==> config.mk <==
export PLATFORM = sky130hd
export DESIGN_NAME = clk_divider_bank
export DESIGN_NICKNAME = d
export VERILOG_FILES = /design/src/rtl/divider_pkg.sv /design/src/rtl/divider_channel.sv /design/src/rtl/clk_divider_bank.sv
export SDC_FILE = /design/constraint.sdc
export NUM_CORES = 1
export LEC_CHECK = 0
export ABC_CLOCK_PERIOD_IN_PS = 2750
export BUFFER_PORTS_ARGS = -buffer_cell sky130_fd_sc_hd__buf_2
export CORE_MARGIN = 5
export CORE_UTILIZATION = 50
export DETAILED_ROUTE_END_ITERATION = 7
export PLACE_DENSITY_LB_ADDON = 0.08
export SLEW_MARGIN = 15
export SYNTH_ARGS = -nofsm -noshare
export SYNTH_HDL_FRONTEND = slang
export SYNTH_SLANG_ARGS = --single-unit
==> constraint.sdc <==
create_clock -name clk -period 2.75 [get_ports clk]
set_input_delay 0.55 -clock clk [delete_from_list [all_inputs] [get_ports clk]]
set_output_delay 0.55 -clock clk [all_outputs]
set_load 0.1 [all_outputs]
==> src/rtl/divider_pkg.sv <==
// divider_pkg
// Shared types and helpers for the clk_divider_bank codebase slice.
//   mode_t    : per-channel output mode (toggle or pulse)
//   ch_sel_w  : width of a channel-select field for a given channel count
package divider_pkg;

  typedef enum logic {
    MODE_TOGGLE = 1'b0,
    MODE_PULSE  = 1'b1
  } mode_t;

  // A select field is never narrower than one bit, even for a single channel.
  function automatic int ch_sel_w(input int n);
    return (n > 1) ? $clog2(n) : 1;
  endfunction

endpackage

==> src/rtl/divider_channel.sv <==
// divider_channel
// One divider channel: a counter running 0..div_act, a registered divided
// output (pulse or toggle) and a one-entry shadow for glitch-free ratio/mode
// changes. The shadow is applied at the channel's wrap, on any edge while the
// channel is disabled, or on a sync edge.
// Ports:
//   clk, rst_n : clock, asynchronous active-low reset
//   en         : run enable
//   sync       : phase-align request (tied low when the sync feature is off)
//   cfg_we     : accepted config transfer for this channel
//   cfg_div    : new divide value
//   cfg_mode   : new mode (1 = pulse, 0 = toggle)
//   divided    : registered divided output
//   wrap       : registered one-cycle terminal-count strobe
//   pending    : shadow holds a config not yet applied
module divider_channel
  import divider_pkg::*;
#(
  parameter int CNT_W        = 16,
  parameter int DEFAULT_DIV  = 1,
  parameter int DEFAULT_MODE = 1
) (
  input  logic             clk,
  input  logic             rst_n,
  input  logic             en,
  input  logic             sync,
  input  logic             cfg_we,
  input  logic [CNT_W-1:0] cfg_div,
  input  logic             cfg_mode,
  output logic             divided,
  output logic             wrap,
  output logic             pending
);

  localparam logic [CNT_W-1:0] DIV_RST  = CNT_W'(DEFAULT_DIV);
  localparam mode_t            MODE_RST = (DEFAULT_MODE != 0) ? MODE_PULSE : MODE_TOGGLE;

  logic [CNT_W-1:0] cnt;
  logic [CNT_W-1:0] div_act;
  logic [CNT_W-1:0] shadow_div;
  mode_t            mode_act;
  mode_t            shadow_mode;
  logic             at_term;
  logic             apply;

  // Terminal count of the current period; this edge is the wrap edge.
  assign at_term = en && (cnt == div_act);

  // A transfer only happens while pending is clear, so a transfer landing on
  // a wrap edge cannot be applied by that same wrap.
  assign apply = pending && (sync || !en || at_term);

  always_ff @(posedge clk or negedge rst_n) begin
    if (!rst_n) begin
      cnt     <= '0;
      wrap    <= 1'b0;
      divided <= 1'b0;
    end else if (sync) begin
      cnt     <= '0;
      wrap    <= 1'b0;
      divided <= 1'b0;
    end else if (!en) begin
      // A partial count is discarded; a toggle output keeps its level.
      cnt  <= '0;
      wrap <= 1'b0;
      if (mode_act == MODE_PULSE) begin
        divided <= 1'b0;
      end
    end else if (at_term) begin
      // The wrap edge still obeys the old mode even if a shadow applies now.
      cnt  <= '0;
      wrap <= 1'b1;
      if (mode_act == MODE_PULSE) begin
        divided <= 1'b1;
      end else begin
        divided <= ~divided;
      end
    end else begin
      cnt  <= cnt + CNT_W'(1);
      wrap <= 1'b0;
      if (mode_act == MODE_PULSE) begin
        divided <= 1'b0;
      end
    end
  end

  always_ff @(posedge clk or negedge rst_n) begin
    if (!rst_n) begin
      div_act     <= DIV_RST;
      mode_act    <= MODE_RST;
      shadow_div  <= '0;
      shadow_mode <= MODE_TOGGLE;
      pending     <= 1'b0;
    end else if (cfg_we) begin
      shadow_div  <= cfg_div;
      shadow_mode <= mode_t'(cfg_mode);
      pending     <= 1'b1;
    end else if (apply) begin
      div_act  <= shadow_div;
      mode_act <= shadow_mode;
      pending  <= 1'b0;
    end
  end

endmodule

==> src/rtl/clk_divider_bank.sv <==
// clk_divider_bank
// Bank of NCH independent programmable clock-enable dividers with a
// valid/ready config port. Ratio and mode changes are shadowed per channel
// and take effect at that channel's wrap.
// Optional feature: define DIVIDER_BANK_SYNC_EN to add sync_in, which resets
// every channel's phase and applies pending shadows on the same edge.
// Ports:
//   clk, rst_n : clock, asynchronous active-low reset
//   sync_in    : (DIVIDER_BANK_SYNC_EN only) phase-align all channels
//   en         : per-channel run enable
//   cfg_valid  : config request
//   cfg_ready  : config accept (combinational from pending and cfg_ch)
//   cfg_ch     : target channel; out-of-range values are accepted and dropped
//   cfg_div    : new divide value
//   cfg_mode   : new mode (1 = pulse, 0 = toggle)
//   divided    : registered divided outputs
//   wrap       : registered terminal-count strobes
//   pending    : per-channel shadow-waiting flags
module clk_divider_bank
  import divider_pkg::*;
#(
  parameter  int NCH          = 4,
  parameter  int CNT_W        = 16,
  parameter  int DEFAULT_DIV  = 1,
  parameter  int DEFAULT_MODE = 1,
  localparam int CH_W         = ch_sel_w(NCH)
) (
  input  logic             clk,
  input  logic             rst_n,
`ifdef DIVIDER_BANK_SYNC_EN
  input  logic             sync_in,
`endif
  input  logic [NCH-1:0]   en,
  input  logic             cfg_valid,
  output logic             cfg_ready,
  input  logic [CH_W-1:0]  cfg_ch,
  input  logic [CNT_W-1:0] cfg_div,
  input  logic             cfg_mode,
  output logic [NCH-1:0]   divided,
  output logic [NCH-1:0]   wrap,
  output logic [NCH-1:0]   pending
);

  logic           sync;
  logic [NCH-1:0] cfg_sel;

`ifdef DIVIDER_BANK_SYNC_EN
  assign sync = sync_in;
`else
  assign sync = 1'b0;
`endif

  // Ready depends only on pending and cfg_ch; a channel number with no
  // matching channel leaves ready high so the transfer is simply dropped.
  always_comb begin
    cfg_ready = 1'b1;
    for (int i = 0; i < NCH; i++) begin
      if (cfg_ch == CH_W'(i)) begin
        cfg_ready = ~pending[i];
      end
    end
  end

  always_comb begin
    cfg_sel = '0;
    for (int i = 0; i < NCH; i++) begin
      cfg_sel[i] = cfg_valid && cfg_ready && (cfg_ch == CH_W'(i));
    end
  end

  for (genvar g = 0; g < NCH; g++) begin : g_ch
    divider_channel #(
      .CNT_W        (CNT_W),
      .DEFAULT_DIV  (DEFAULT_DIV),
      .DEFAULT_MODE (DEFAULT_MODE)
    ) u_ch (
      .clk      (clk),
      .rst_n    (rst_n),
      .en       (en[g]),
      .sync     (sync),
      .cfg_we   (cfg_sel[g]),
      .cfg_div  (cfg_div),
      .cfg_mode (cfg_mode),
      .divided  (divided[g]),
      .wrap     (wrap[g]),
      .pending  (pending[g])
    );
  end

endmodule

# Word level (Yosys, flattened, before mapping)
# Cells that the tools add are included.
# classes
add_sub_neg	4
eq_ne	7
mux	44
n_bitwise	12
n_reduce_logical	30
# op_table
operator	count
two-way mux 16 bit	8
adder 16 x 1 -> 16 bit, second input constant	4
== test 16 bit	4
two-way mux 1 bit	36
logical AND 1 bit	13
inverter 1 bit	12
AND reduction 2 bit	4
nonzero test 2 bit	4
== test 2 bit, second input constant	2
logical NOT 1 bit	4
logical OR 1 bit	4
== test 2 x 1 -> 1 bit, second input constant	1
logical NOT 2 bit	1
# totals
reg_bits	212
inputBits	26
out_inout_bits	13

# Logic depth before layout (Yosys ltp)
# depth
depth_word	9
mapped_depth	7

# Modules after synthesis
# A second synthesis with hierarchy kept.
# hier_totals
hier_cells	1128
area_unflattened_um2	11205.7
# modules_own_cells
module	n_inst	cells_per_inst	area_per_inst_um2	seq_area_each_um2
divider_channel	4	280	2785.2	1328.8
clk_divider_bank	1	8	65.1	0.0

# Worst setup path before layout
# No wires, ideal clock.
# synth_timing
path_kind	input port to output port
from	input port cfg_ch[0]
to	output port cfg_ready
arrival_ns	1.618
required_time_ns	2.200
setup_slack_ns	0.582
cell_stages	2
path_buffers	0
path_cell_list	mux4_2 > inv_1
# synth_via
elab_chain_len	5
# synth_rtl
element	line	text
start, declared	clk_divider_bank.sv:36	input logic [CH_W-1:0] cfg_ch,
logical NOT 2 bit	clk_divider_bank.sv:58	if (cfg_ch == CH_W'(i)) begin
two-way mux 1 bit (3 in a row)	clk_divider_bank.sv:58	
two-way mux 1 bit *	clk_divider_bank.sv:58	
end, declared	clk_divider_bank.sv:35	output logic cfg_ready,
# Mark *: on every way between the ends. The rest lies on a longest branch, timed or not.

# Worst setup path in the final report
# layout_timing
from	register g_ch[0].u_ch.pending
to	output port cfg_ready
# layout_via
elab_chain_len	5
# layout_rtl
element	line	text
start, declared	divider_channel.sv:32	output logic pending
start signal, assigned	divider_channel.sv:93	pending <= 1'b0;
start signal, assigned	divider_channel.sv:97	pending <= 1'b1;
start signal, assigned	divider_channel.sv:101	pending <= 1'b0;
inverter 1 bit	clk_divider_bank.sv:59	cfg_ready = ~pending[i];
two-way mux 1 bit (4 in a row)	clk_divider_bank.sv:58	
# Every way passes these cells.

==> run metrics <==
status finished clean; Tot GR Track Use between 15 and 20%; DR vias/cell approximately 5.3; PwrDens 893 mW/mm²; Die W approximately 150 µm; Post-Place Cells slightly below 1000; Rel. slew slack a little under two thirds; portion of total power attributed to sequential cells between 40% and 50%; vias in the first global route 5766; Internal Dissipation approximately 7100 µW; max-cap viol count 0; Clk pwr share roughly a third; switching power around 2500 µW; io pins 39; cells along the critical path mux4_2, inv_1, buf_2; CTS max path bufs 3; GP Congestion ~0.80; initial antenna violation count 0; area fraction in compound gates after synthesis 1.45%; area of the multi-input gates ~0.0039 mm²; register area 0.00532 mm²; drc violations 0; Buffers on Ports 38; CP max stage delay 0.49 ns; wire length per cell approximately 19 µm; maximum VDD drop 0.467 mV; Max Slew Vio Count 0; Final Non-Filler Cells 1014; logic gate share of total power 18.9%; Pre-Repair DR Iteration Count 4; Post-Synth Adder-Cell Area 0.528%; fin worst setup slack approximately 0.26 ns; clock net sink count approximately 210; synth warn 0; Congestion Overflow GR 0; Sw Ratio 25.6%; CTS Hold Bufs 0; final period utilization about nine tenths; final hold slack roughly 0.040 ns; hold violation count in the final report 0; clock latency on the worst-skew pair roughly 0.50 ns; Post-Route Setup TNS 0 ns; H-tree Lvls 1; Yosys reg bits around 210; first-pass GRT wire length about 31000 µm; slowest cell on the critical path mux4_2; final worst path period need between 2 and 2.5 ns; HP Class in -> async; Worst Path Class, Setup reg -> out; reg2reg setup slack between 0.6 and 0.7 ns; Fin Clk Skew between 0.008 and 0.009 ns; DRT antenna net count 0; CTS clk-pin slew, worst paths about 0.060 ns; Syn Area/Cell roughly 13 µm²; Tightest Pin Transition 0.544 ns; syn nets about 750; CP Max Fanout 5; critical path launch point type flip-flop; fin util between 50% and 60%; post-CTS setup repair buffer count 0; DP HPWL 12900 µm; Cells after Synth 716; # fillers 1511; RSZ-0062 raised after global routing false; Reg2Reg Launch Point g_ch[3].u_ch.div_act[0]$_DFFE_PN1P_; share of cells above drive strength 1 a little under a third; final net count roughly 800; Root Buffer clkbuf_16; Core ar. ~0.019 mm²; Max Freq 402 MHz; post_cts resized 0; dpl ws 0.481 ns; element type at the critical path end output port; Antenna Cells 0; Chip Height between 100 and 150 µm; number of setup violations in the final report 0; crit path DAT between 1.5 and 2 ns; Die ar. between 0.02 and 0.025 mm²; Synth Area in XOR/XNOR approximately 11%; Req. time, crit path ~2.2 ns; cell taking the most area after synthesis dfrtp_1; sequential area share after synthesis 56.1%; area fraction of the dominant cell type after synthesis between 50% and 60%; top cells by area, synth dfrtp_1 54%, mux2_2 11%, xnor2_1 8.3%, mux2_4 6.3%, nor2_1 3.4%; pin count of the biggest net entering global routing a little under 70; reg-to-reg endpoint g_ch[3].u_ch.div_act[9]$_DFFE_PN0P_; commonest non-fill, non-tap cell in the layout dfrtp_1; 1st-iter DRT viols about 190; synthesis-to-finish area growth 13.4%; largest family of logic cells by synthesized area multiplexers; synth unique cells 33; row count 50; mux share of post-synthesis cell area between 15 and 20%; post-synthesis cell area 0.00947 mm²; CTS tree done; commonest cells after routing, fill and taps aside 204 x dfrtp_1, 96 x mux2_2, 90 x xnor2_1; Initial Util approximately half; Via Count 5361; DRT Wirelength ~19000 µm; Synth Area in Simple Gates 9.97%; FF-to-FF path depth 5; Pleak 0.00476 µW; CTS Buf Count 23
[power by group through the flow]
stage	clock network [µW]	registers [µW]	logic (µW)
floorplan	0	4350	1520
global placement	0	4540	1770
detailed placement	0	4550	1830
CTS	3370	4510	1850
global route	3500	4590	1980
finish	3290	4490	1810
[final cells by class]
cell class	count	share of cell area, %
Clock buffer	33	6.27
Clock inverter	8	1.35
Inverter	12	0.419
Multi-Input combinational cell	464	36.7
Sequential cell	212	49.5
Tap cell	234	2.73
Timing Repair Buffer	51	2.99
[layer usage]
layer	share of wire [%]	track usage (%)	routed length, µm
met5	0	0	0
met4	2.7	4.75	516
met3	2.7	2.94	503
met2	48	29.5	9020
met1	47	24.8	8900
[flip-flops by register name, indices dropped and copies added, names as in the netlist]
| name | count |
|---|---|
| g_ch.u_ch.mode_act | 4 |
| g_ch.u_ch.div_act | 64 |
| g_ch.u_ch.shadow_div | 64 |
| g_ch.u_ch.cnt | 64 |
| g_ch.u_ch.wrap | 4 |
| g_ch.u_ch.shadow_mode | 4 |
| g_ch.u_ch.divided | 4 |
| g_ch.u_ch.pending | 4 |
[kinds of logic (layout without fill, tap and decap cells)]
family / Yosys count / in the layout
AND/OR/NAND/NOR: 191 / 191
flip-flops: 212 / 212
AO/OA/AOI/OAI: 8 / 8
buffers and inverters: 40 / 104
XOR/XNOR: 124 / 124
multiplexers: 137 / 137
adder cells (fa/ha/maj): 4 / 4
[metrics by stage]
stage	cell area [µm²]	total power, µW
floorplan	9470	5870
global placement	9920	6310
detailed placement	9920	6380
CTS	10700	9720
global route	10700	10100
finish	10700	9590
[critical path: cells and delay by family (launching register included)]
family	cells	cell delay, ns
buffers and inverters	2	0.48
flip-flops	1	0.48
multiplexers	1	0.49
[synth_stat cells]
cell type  number
nand4_1        26
nor3_1          5
nand3_1        23
buf_6           5
buf_2           1
xor2_1         34
clkbuf_2        1
nand2_1        21
ha_1            4
buf_1           1
nor4b_2         1
nor2_1         86
inv_1          12
and3_1          9
dfrtp_1       204
nor4bb_1        1
and4_1          6
o21bai_1        3
buf_4          12
o41ai_4         4
xnor2_1        90
nand3b_1        1
nand2_4         4
mux2_4         40
o21ai_0         1
clkbuf_1        8
nor3_2          1
nor4_1          1
nand2b_1        5
mux2_2         96
mux4_2          1
dfstp_2         8
nor2b_1         1
[worst max path at each step]
stage	start	to	slack (ns)	cells past startpoint
after detailed placement	cfg_ch[0]	cfg_ready	0.48	4
final	g_ch[0].u_ch.pending$_DFFE_PN0P_	cfg_ready	0.26	3
after global placement	cfg_ch[0]	cfg_ready	0.49	4
after floorplan	cfg_ch[0]	cfg_ready	0.58	2
after global routing	g_ch[0].u_ch.pending$_DFFE_PN0P_	cfg_ready	0.20	3
after CTS	g_ch[0].u_ch.pending$_DFFE_PN0P_	cfg_ready	0.24	3
(Power assumes the default switching activity.)
